`src/rtl/bip_control_unit.sv`:
```
// rtl/bip_control_unit.sv - multi-cycle instruction sequencer for the BIP accumulator datapath
//
// Fetches 16-bit instructions from a synchronous program memory. Each one is
// decoded as opcode = Instr[15:11] and operand = Instr[10:0]. The unit then
// drives the accumulator datapath controls and the data-memory strobes as a
// Moore decode of the state and the instruction register.
//
// Optional feature: define BIP_CYCLE_COUNT_EN to build the saturating
// busy-cycle counter. When it is not defined, Cycles is tied to zero.
//
// Ports:
//   clk      system clock, rising edge
//   Clear    synchronous active-low reset
//   Start    begin execution from PC=0 (honoured only in IDLE)
//   Instr    program memory read data, valid one cycle after Addr_PM
//   Addr_PM  program memory address (the PC)
//   Addr     operand field, non-zero only in EXEC and MEM
//   SelA     accumulator mux select: 0=ALU, 1=sign-extended operand, 2=data memory
//   SelB     ALU operand B select: 0=sign-extended operand, 1=data memory
//   WrAcc    accumulator write enable
//   Op       ALU operation: 1=add, 0=subtract
//   WrRam    data memory write strobe
//   RdRam    data memory read strobe
//   Busy     high in FETCH, DECODE, EXEC and MEM
//   Halted   high in HALT
//   Cycles   busy-cycle count

module bip_control_unit #(
    parameter int PC_W  = 11,
    parameter int OPC_W = 5
) (
    input  logic            clk,
    input  logic            Clear,
    input  logic            Start,
    input  logic [15:0]     Instr,
    output logic [PC_W-1:0] Addr_PM,
    output logic [10:0]     Addr,
    output logic [1:0]      SelA,
    output logic            SelB,
    output logic            WrAcc,
    output logic            Op,
    output logic            WrRam,
    output logic            RdRam,
    output logic            Busy,
    output logic            Halted,
    output logic [31:0]     Cycles
);

    localparam logic [2:0] S_IDLE   = 3'd0;
    localparam logic [2:0] S_FETCH  = 3'd1;
    localparam logic [2:0] S_DECODE = 3'd2;
    localparam logic [2:0] S_EXEC   = 3'd3;
    localparam logic [2:0] S_MEM    = 3'd4;
    localparam logic [2:0] S_HALT   = 3'd5;

    localparam logic [OPC_W-1:0] OP_HLT  = OPC_W'(0);
    localparam logic [OPC_W-1:0] OP_STO  = OPC_W'(1);
    localparam logic [OPC_W-1:0] OP_LD   = OPC_W'(2);
    localparam logic [OPC_W-1:0] OP_LDI  = OPC_W'(3);
    localparam logic [OPC_W-1:0] OP_ADD  = OPC_W'(4);
    localparam logic [OPC_W-1:0] OP_ADDI = OPC_W'(5);
    localparam logic [OPC_W-1:0] OP_SUB  = OPC_W'(6);
    localparam logic [OPC_W-1:0] OP_SUBI = OPC_W'(7);

    logic [2:0]       state_q, state_d;
    logic [PC_W-1:0]  pc_q, pc_d;
    logic [15:0]      ir_q, ir_d;
    logic [OPC_W-1:0] ir_opc;
    logic [OPC_W-1:0] instr_opc;
    logic             ir_is_mem;

    assign ir_opc    = ir_q[15 -: OPC_W];
    assign instr_opc = Instr[15 -: OPC_W];
    // These opcodes read data memory and need the extra MEM cycle.
    assign ir_is_mem = (ir_opc == OP_LD) || (ir_opc == OP_ADD) || (ir_opc == OP_SUB);

    always_comb begin
        state_d = state_q;
        pc_d    = pc_q;
        ir_d    = ir_q;
        case (state_q)
            S_IDLE:   if (Start) state_d = S_FETCH;
            S_FETCH:  state_d = S_DECODE;
            S_DECODE: begin
                // The decision uses the live memory word, because IR is loaded on this same edge.
                ir_d = Instr;
                if (instr_opc == OP_HLT) begin
                    state_d = S_HALT;
                end else begin
                    pc_d    = pc_q + PC_W'(1);
                    state_d = S_EXEC;
                end
            end
            S_EXEC:   state_d = ir_is_mem ? S_MEM : S_FETCH;
            S_MEM:    state_d = S_FETCH;
            S_HALT:   state_d = S_HALT;
            default:  state_d = S_IDLE;
        endcase
    end

    always_ff @(posedge clk) begin
        if (!Clear) begin
            state_q <= S_IDLE;
            pc_q    <= '0;
            ir_q    <= '0;
        end else begin
            state_q <= state_d;
            pc_q    <= pc_d;
            ir_q    <= ir_d;
        end
    end

    always_comb begin
        SelA  = 2'd0;
        SelB  = 1'b0;
        Op    = 1'b0;
        WrAcc = 1'b0;
        WrRam = 1'b0;
        RdRam = 1'b0;
        case (state_q)
            S_EXEC: begin
                case (ir_opc)
                    OP_STO:  WrRam = 1'b1;
                    OP_LD:   RdRam = 1'b1;
                    OP_LDI:  begin SelA = 2'd1; WrAcc = 1'b1; end
                    OP_ADD:  RdRam = 1'b1;
                    OP_ADDI: begin Op = 1'b1; WrAcc = 1'b1; end
                    OP_SUB:  RdRam = 1'b1;
                    OP_SUBI: WrAcc = 1'b1;
                    default: ;
                endcase
            end
            S_MEM: begin
                // The read strobe stays high so the memory output remains valid for the write-back.
                RdRam = 1'b1;
                case (ir_opc)
                    OP_LD:   begin SelA = 2'd2; WrAcc = 1'b1; end
                    OP_ADD:  begin SelB = 1'b1; Op = 1'b1; WrAcc = 1'b1; end
                    OP_SUB:  begin SelB = 1'b1; WrAcc = 1'b1; end
                    default: ;
                endcase
            end
            default: ;
        endcase
    end

    assign Addr    = (state_q == S_EXEC || state_q == S_MEM) ? ir_q[10:0] : 11'd0;
    assign Addr_PM = pc_q;
    assign Busy    = (state_q == S_FETCH) || (state_q == S_DECODE) ||
                     (state_q == S_EXEC)  || (state_q == S_MEM);
    assign Halted  = (state_q == S_HALT);

`ifdef BIP_CYCLE_COUNT_EN
    logic [31:0] cycles_q;

    always_ff @(posedge clk) begin
        if (!Clear) begin
            cycles_q <= '0;
        end else if (Busy && (cycles_q != 32'hFFFF_FFFF)) begin
            cycles_q <= cycles_q + 32'd1;
        end
    end

    assign Cycles = cycles_q;
`else
    assign Cycles = 32'd0;
`endif

endmodule

```
`config.mk`:
```
export PLATFORM = sky130hd
export DESIGN_NAME = bip_control_unit
export DESIGN_NICKNAME = d
export VERILOG_FILES = /design/src/rtl/bip_control_unit.sv
export SDC_FILE = /design/constraint.sdc
export NUM_CORES = 1
export LEC_CHECK = 0
export ABC_AREA = 1
export BUFFER_PORTS_ARGS = -buffer_cell sky130_fd_sc_hd__buf_2
export CORE_AREA = 2 2 86 88
export DETAILED_ROUTE_END_ITERATION = 12
export DIE_AREA = 0 0 88 90
export GPL_TIMING_DRIVEN = 1
export PLACE_DENSITY = 0.59
export SLEW_MARGIN = 20
export SYNTH_ARGS = -nofsm -noshare
export SYNTH_HDL_FRONTEND = slang
export SYNTH_SLANG_ARGS = --single-unit
```
`constraint.sdc`:
```
create_clock -name clk -period 1.5 [get_ports clk]
set_input_delay 0.075 -clock clk [delete_from_list [all_inputs] [get_ports clk]]
set_output_delay 0.075 -clock clk [all_outputs]
set_load 0.02 [all_outputs]
```
# == Word level (Yosys, flattened, before mapping) ==
# Index checks and enable logic that the tools add are counted.
# Widths: inputs -> output; s select.
# op_classes
addsub,1
eq_ne,13
n_mux,19
n_bitwise,1
n_reduce_logical,12
# op_table
op,n
$eq 5x3->1 const B,4
$pmux 3 s6,1
$add 11x1->11 const B,1
$mux 11,1
$eq 5x2->1 const B,2
$mux 1,9
$mux 3,3
$eq 3x2->1 const B,2
$eq 3x3->1 const B,2
$logic_or 1x1->1,6
$pmux 1 s2,3
$reduce_or 3->1,2
$eq 5x1->1 const B,1
$logic_not 5->1,1
$pmux 2 s2,1
$eq 3x1->1 const B,1
$logic_not 3->1,1
$mux 2,1
$ne 2x2->1 const B,1
$reduce_and 2->1,1
$reduce_or 2->1,1
$not 1->1,1
# word_totals
register_bits,30
out_inout_bits,63
wordCells,49

# == Logic depth before layout (Yosys ltp) ==
# logic_depth
ltp_word,5
mapped_depth,9
mapped_depth_nobuf,8

# == Worst setup path after synthesis ==
# No wires, ideal clock.
# synth_path
path_type,register to output
startpoint,reg state_q[0]
endpoint,out Op
t_arrival_ps,1354
required_time_ps,1425
slack_ps,71
stages_incl_launch_ff,6
n_path_buf,0
path_cell_list,dfxtp_1 nor2_1 nand2_1 nor2_1 a21oi_1 nor2_1
# synth_via
elab_chain_cells,2
# synth_lines
item,line_no,text
"start, declared",65,"logic [2:0] state_q, state_d;"
"start signal, assigned",107,state_q <= state_d;
$eq 3x3->1 or $eq 3x2->1 (tied branches),120,case (state_q)
$pmux 1 s2 (*),120,
"end, declared",41,"output logic Op,"
# Every way passes the cells marked *; elsewhere a longest branch is shown, timed or not.

# == Worst setup path in the final report ==
# layout_path
startpoint,reg ir_q[11]
endpoint,out Op
# layout_via
elab_chain_cells,3
# layout_lines
item,line_no,text
"start, declared",67,"logic [15:0] ir_q, ir_d;"
"start signal, assigned",109,ir_q <= ir_d;
$eq 5x3->1 (on tied branches),"136, 122",
$mux 1 (on tied branches),"136, 122",
$pmux 1 s2 (*),120,
# Marks and branches as above.

==> results.yml <==
setup_path:
  crit_path_max_fanout: 4
  cp-startpoint: "ir_q[11]"
  worstPathRequired_ps: 1420
  r2r-end: "Addr_PM[3]"
  worstSetupEndpointType: "primary output"
  crit_arrival_ps: 1400
  r2r_setup_slack_ps: 80
  cp-start-kind: "register"
  crit_type: "reg -> out"
  r2r_cells: 7
  timing.rr.start: "state_q[0]"
yosys:
  yosysUniqueCellTypes: 27
  yosys.area.top_type_share: 0.352
  synth_area_leaders: "dfxtp_1 35%, buf_4 14%, a21oi_1 8.2%"
  ys_seq_area_frac: 0.352
  synth.avg_cell_area_sq_um: 6.97
  synth_edf_count: 0
  synthFlopType: "dfxtp_1"
  syn_inst: 245
  synth_seq_cells: 30
  synth_commonest_cells: "37 x nand2_1, 33 x nor2_1, 32 x buf_4"
  async_flop_share: 0
  yosysMostFrequentCell: "nand2_1"
  yosys.area.top_type: "dfxtp_1"
  syn-cell-area_sq_um: 1710
  ys_warn_count: 0
min_path:
  hold_path.class: "in -> reg"
  holdPathEnd: "ir_q[1]"
  hold_depth: 3
  hold_start: "Instr[1]"
floorplanning:
  rows: 31
  die_x_um: 88
  fp.dieArea_sq_um: 7920
  core_sq_um: 7020
  ioPinCount: 82
  die_y_um: 90
  initial_core_util: 0.243
detailed_routing:
  vias: 1597
  wl_um: 4050
  drc: 0
  vias_per_cell: 3.91
  drt-initial-drc-count: 29
  drt-wirelength-per-cell_um: 9.92
  drtPass1Iterations: 4
  antenna_left: 0
place:
  place.gp.congestion: 0.788
  dp_hpwl_um: 2850
  post-place-ws_ps: -77.1
  io_buffers: 49
final_layout:
  drive_gt1_frac: 0.346
  nets: 329
  antenna_cells: 0
  area_delta_synth_final_pct: 33.7
power_and_ir_drop:
  total_power_mw: 2.11
  p_leak_nw: 1.06
  max-vdd-ir-drop_mv: 0.369
  power_density_nw_per_um2: 922
grt:
  grt_usage: 0.0963
  grt_max_degree: 32
  grt_pass1_vias: 1398
  grt_pass1_wl_um: 6090
  overflow: 0
  antenna_found_initial: 0
clocking:
  tritoncts: "built"
  hold_buffers: 0
  clkTransAtPathRegs_ps: 60
  cts_root_buffer: "clkbuf_8"
  cts_sinks: 30
  cts.path.max_buffers: 2
  cts_buffers: 5
  htree_levels: 2
  insertion_delay_ps: 270
timing:
  finClkSkew_ps: 2.61
  setup_viol: 0
  hold_violations: 0
  min_period_ps: 1480
  period_share: 0.985
  rsz0062_at_grt: "true"
  holdWs_ps: 80.9
  fmax_ghz: 0.677
  timing.final.ws_setup_ps: 23.2
  drv_slew: 0
outcome:
  status: "completed"
job:
  maxCapViolations: 0
-- critical path, stage by stage, from the launching register on --
cell and delay (ps):
dfxtp_1 340, inv_2 110, nand4_1 200, nor2_4 180, a21oi_2 50, nor2_1 100, buf_4 150
-- placed cells by master (no fill, tap or decap), types with 2 or more instances in the layout --
cell	count
o21ai_0	17
o21ai_1	2
nand2_1	33
nor3_4	2
dfxtp_4	2
inv_2	3
nand3_1	3
nor2_1	28
clkbuf_1	2
buf_2	46
buf_6	2
buf_4	15
conb_1	32
dfxtp_2	3
nor2_4	7
nand3_2	2
nand2_4	5
nor3_1	2
dfxtp_1	25
a21oi_2	3
xor2_1	2
nor2_2	4
a21oi_1	26
clkbuf_8	5
nand2_2	2
inv_1	26
-- cell families after synthesis --
family                     synth area share
and+or+nand+nor                       0.237
DFF                                   0.352
other                               0.00220
adders and majority gates           0.00733
AOI/OAI and AO/OA                     0.152
buffers and inverters                 0.239
xor gates and xnor gates             0.0103
-- registers in the layout (all words and copies together), names as in the netlist --
register,flops
ir_q,16
state_q,3
Addr_PM,11
-- report_power, final --
part / total [mW] / switching [mW] / internal, mW
clock network: 0.590 / 0.272 / 0.318
logic: 0.583 / 0.374 / 0.209
registers: 0.932 / 0.0552 / 0.877
-- worst max path at each step --
stage          endpoint  slack [ps]  cells after the start
6_report             Op          20                      6
5_1_grt              Op         -60                      6
4_1_cts         Addr[1]         -50                      4
3_5_place_dp    Addr[1]         -80                      6
3_3_place_gp    Addr[7]         -40                      6
2_1_floorplan        Op          70                      5
-- layer usage --
| layer | global-route usage | wire [um] |
|---|---|---|
| met5 | 0 | 0 |
| met4 | 0.0269 | 30 |
| met3 | 0.0303 | 268 |
| met2 | 0.171 | 1920 |
| met1 | 0.108 | 1830 |
-- area by class of cell --
type / count / area, sq um
Sequential cell: 30 / 612
Multi-Input combinational cell: 177 / 951
Inverter: 31 / 134
Fill cell: 768 / 4740
Tap cell: 99 / 124
Timing Repair Buffer: 64 / 385
Clock buffer: 7 / 76.3
-- what timing repair did --
action | CTS | global route
cloned | 0 | 1
setup buffers | 4 | 4
resized for setup | 16 | 31
pin swaps | 3 | 9
endpoints found under the setup margin | 13 | 36
-- through the flow --
stage / utilization / cell area, sq um / setup TNS, ps / cells
finish: 0.325 / 2280 / 0 / 408
CTS: 0.304 / 2130 / -538 / 404
floorplan: - / 1820 / 0 / 276
global placement: 0.281 / 1970 / -390 / 393
detailed placement: 0.281 / 1970 / -705 / 393
global route: 0.325 / 2280 / -119 / 408
No activity file was read; power rests on OpenSTA's default activity.
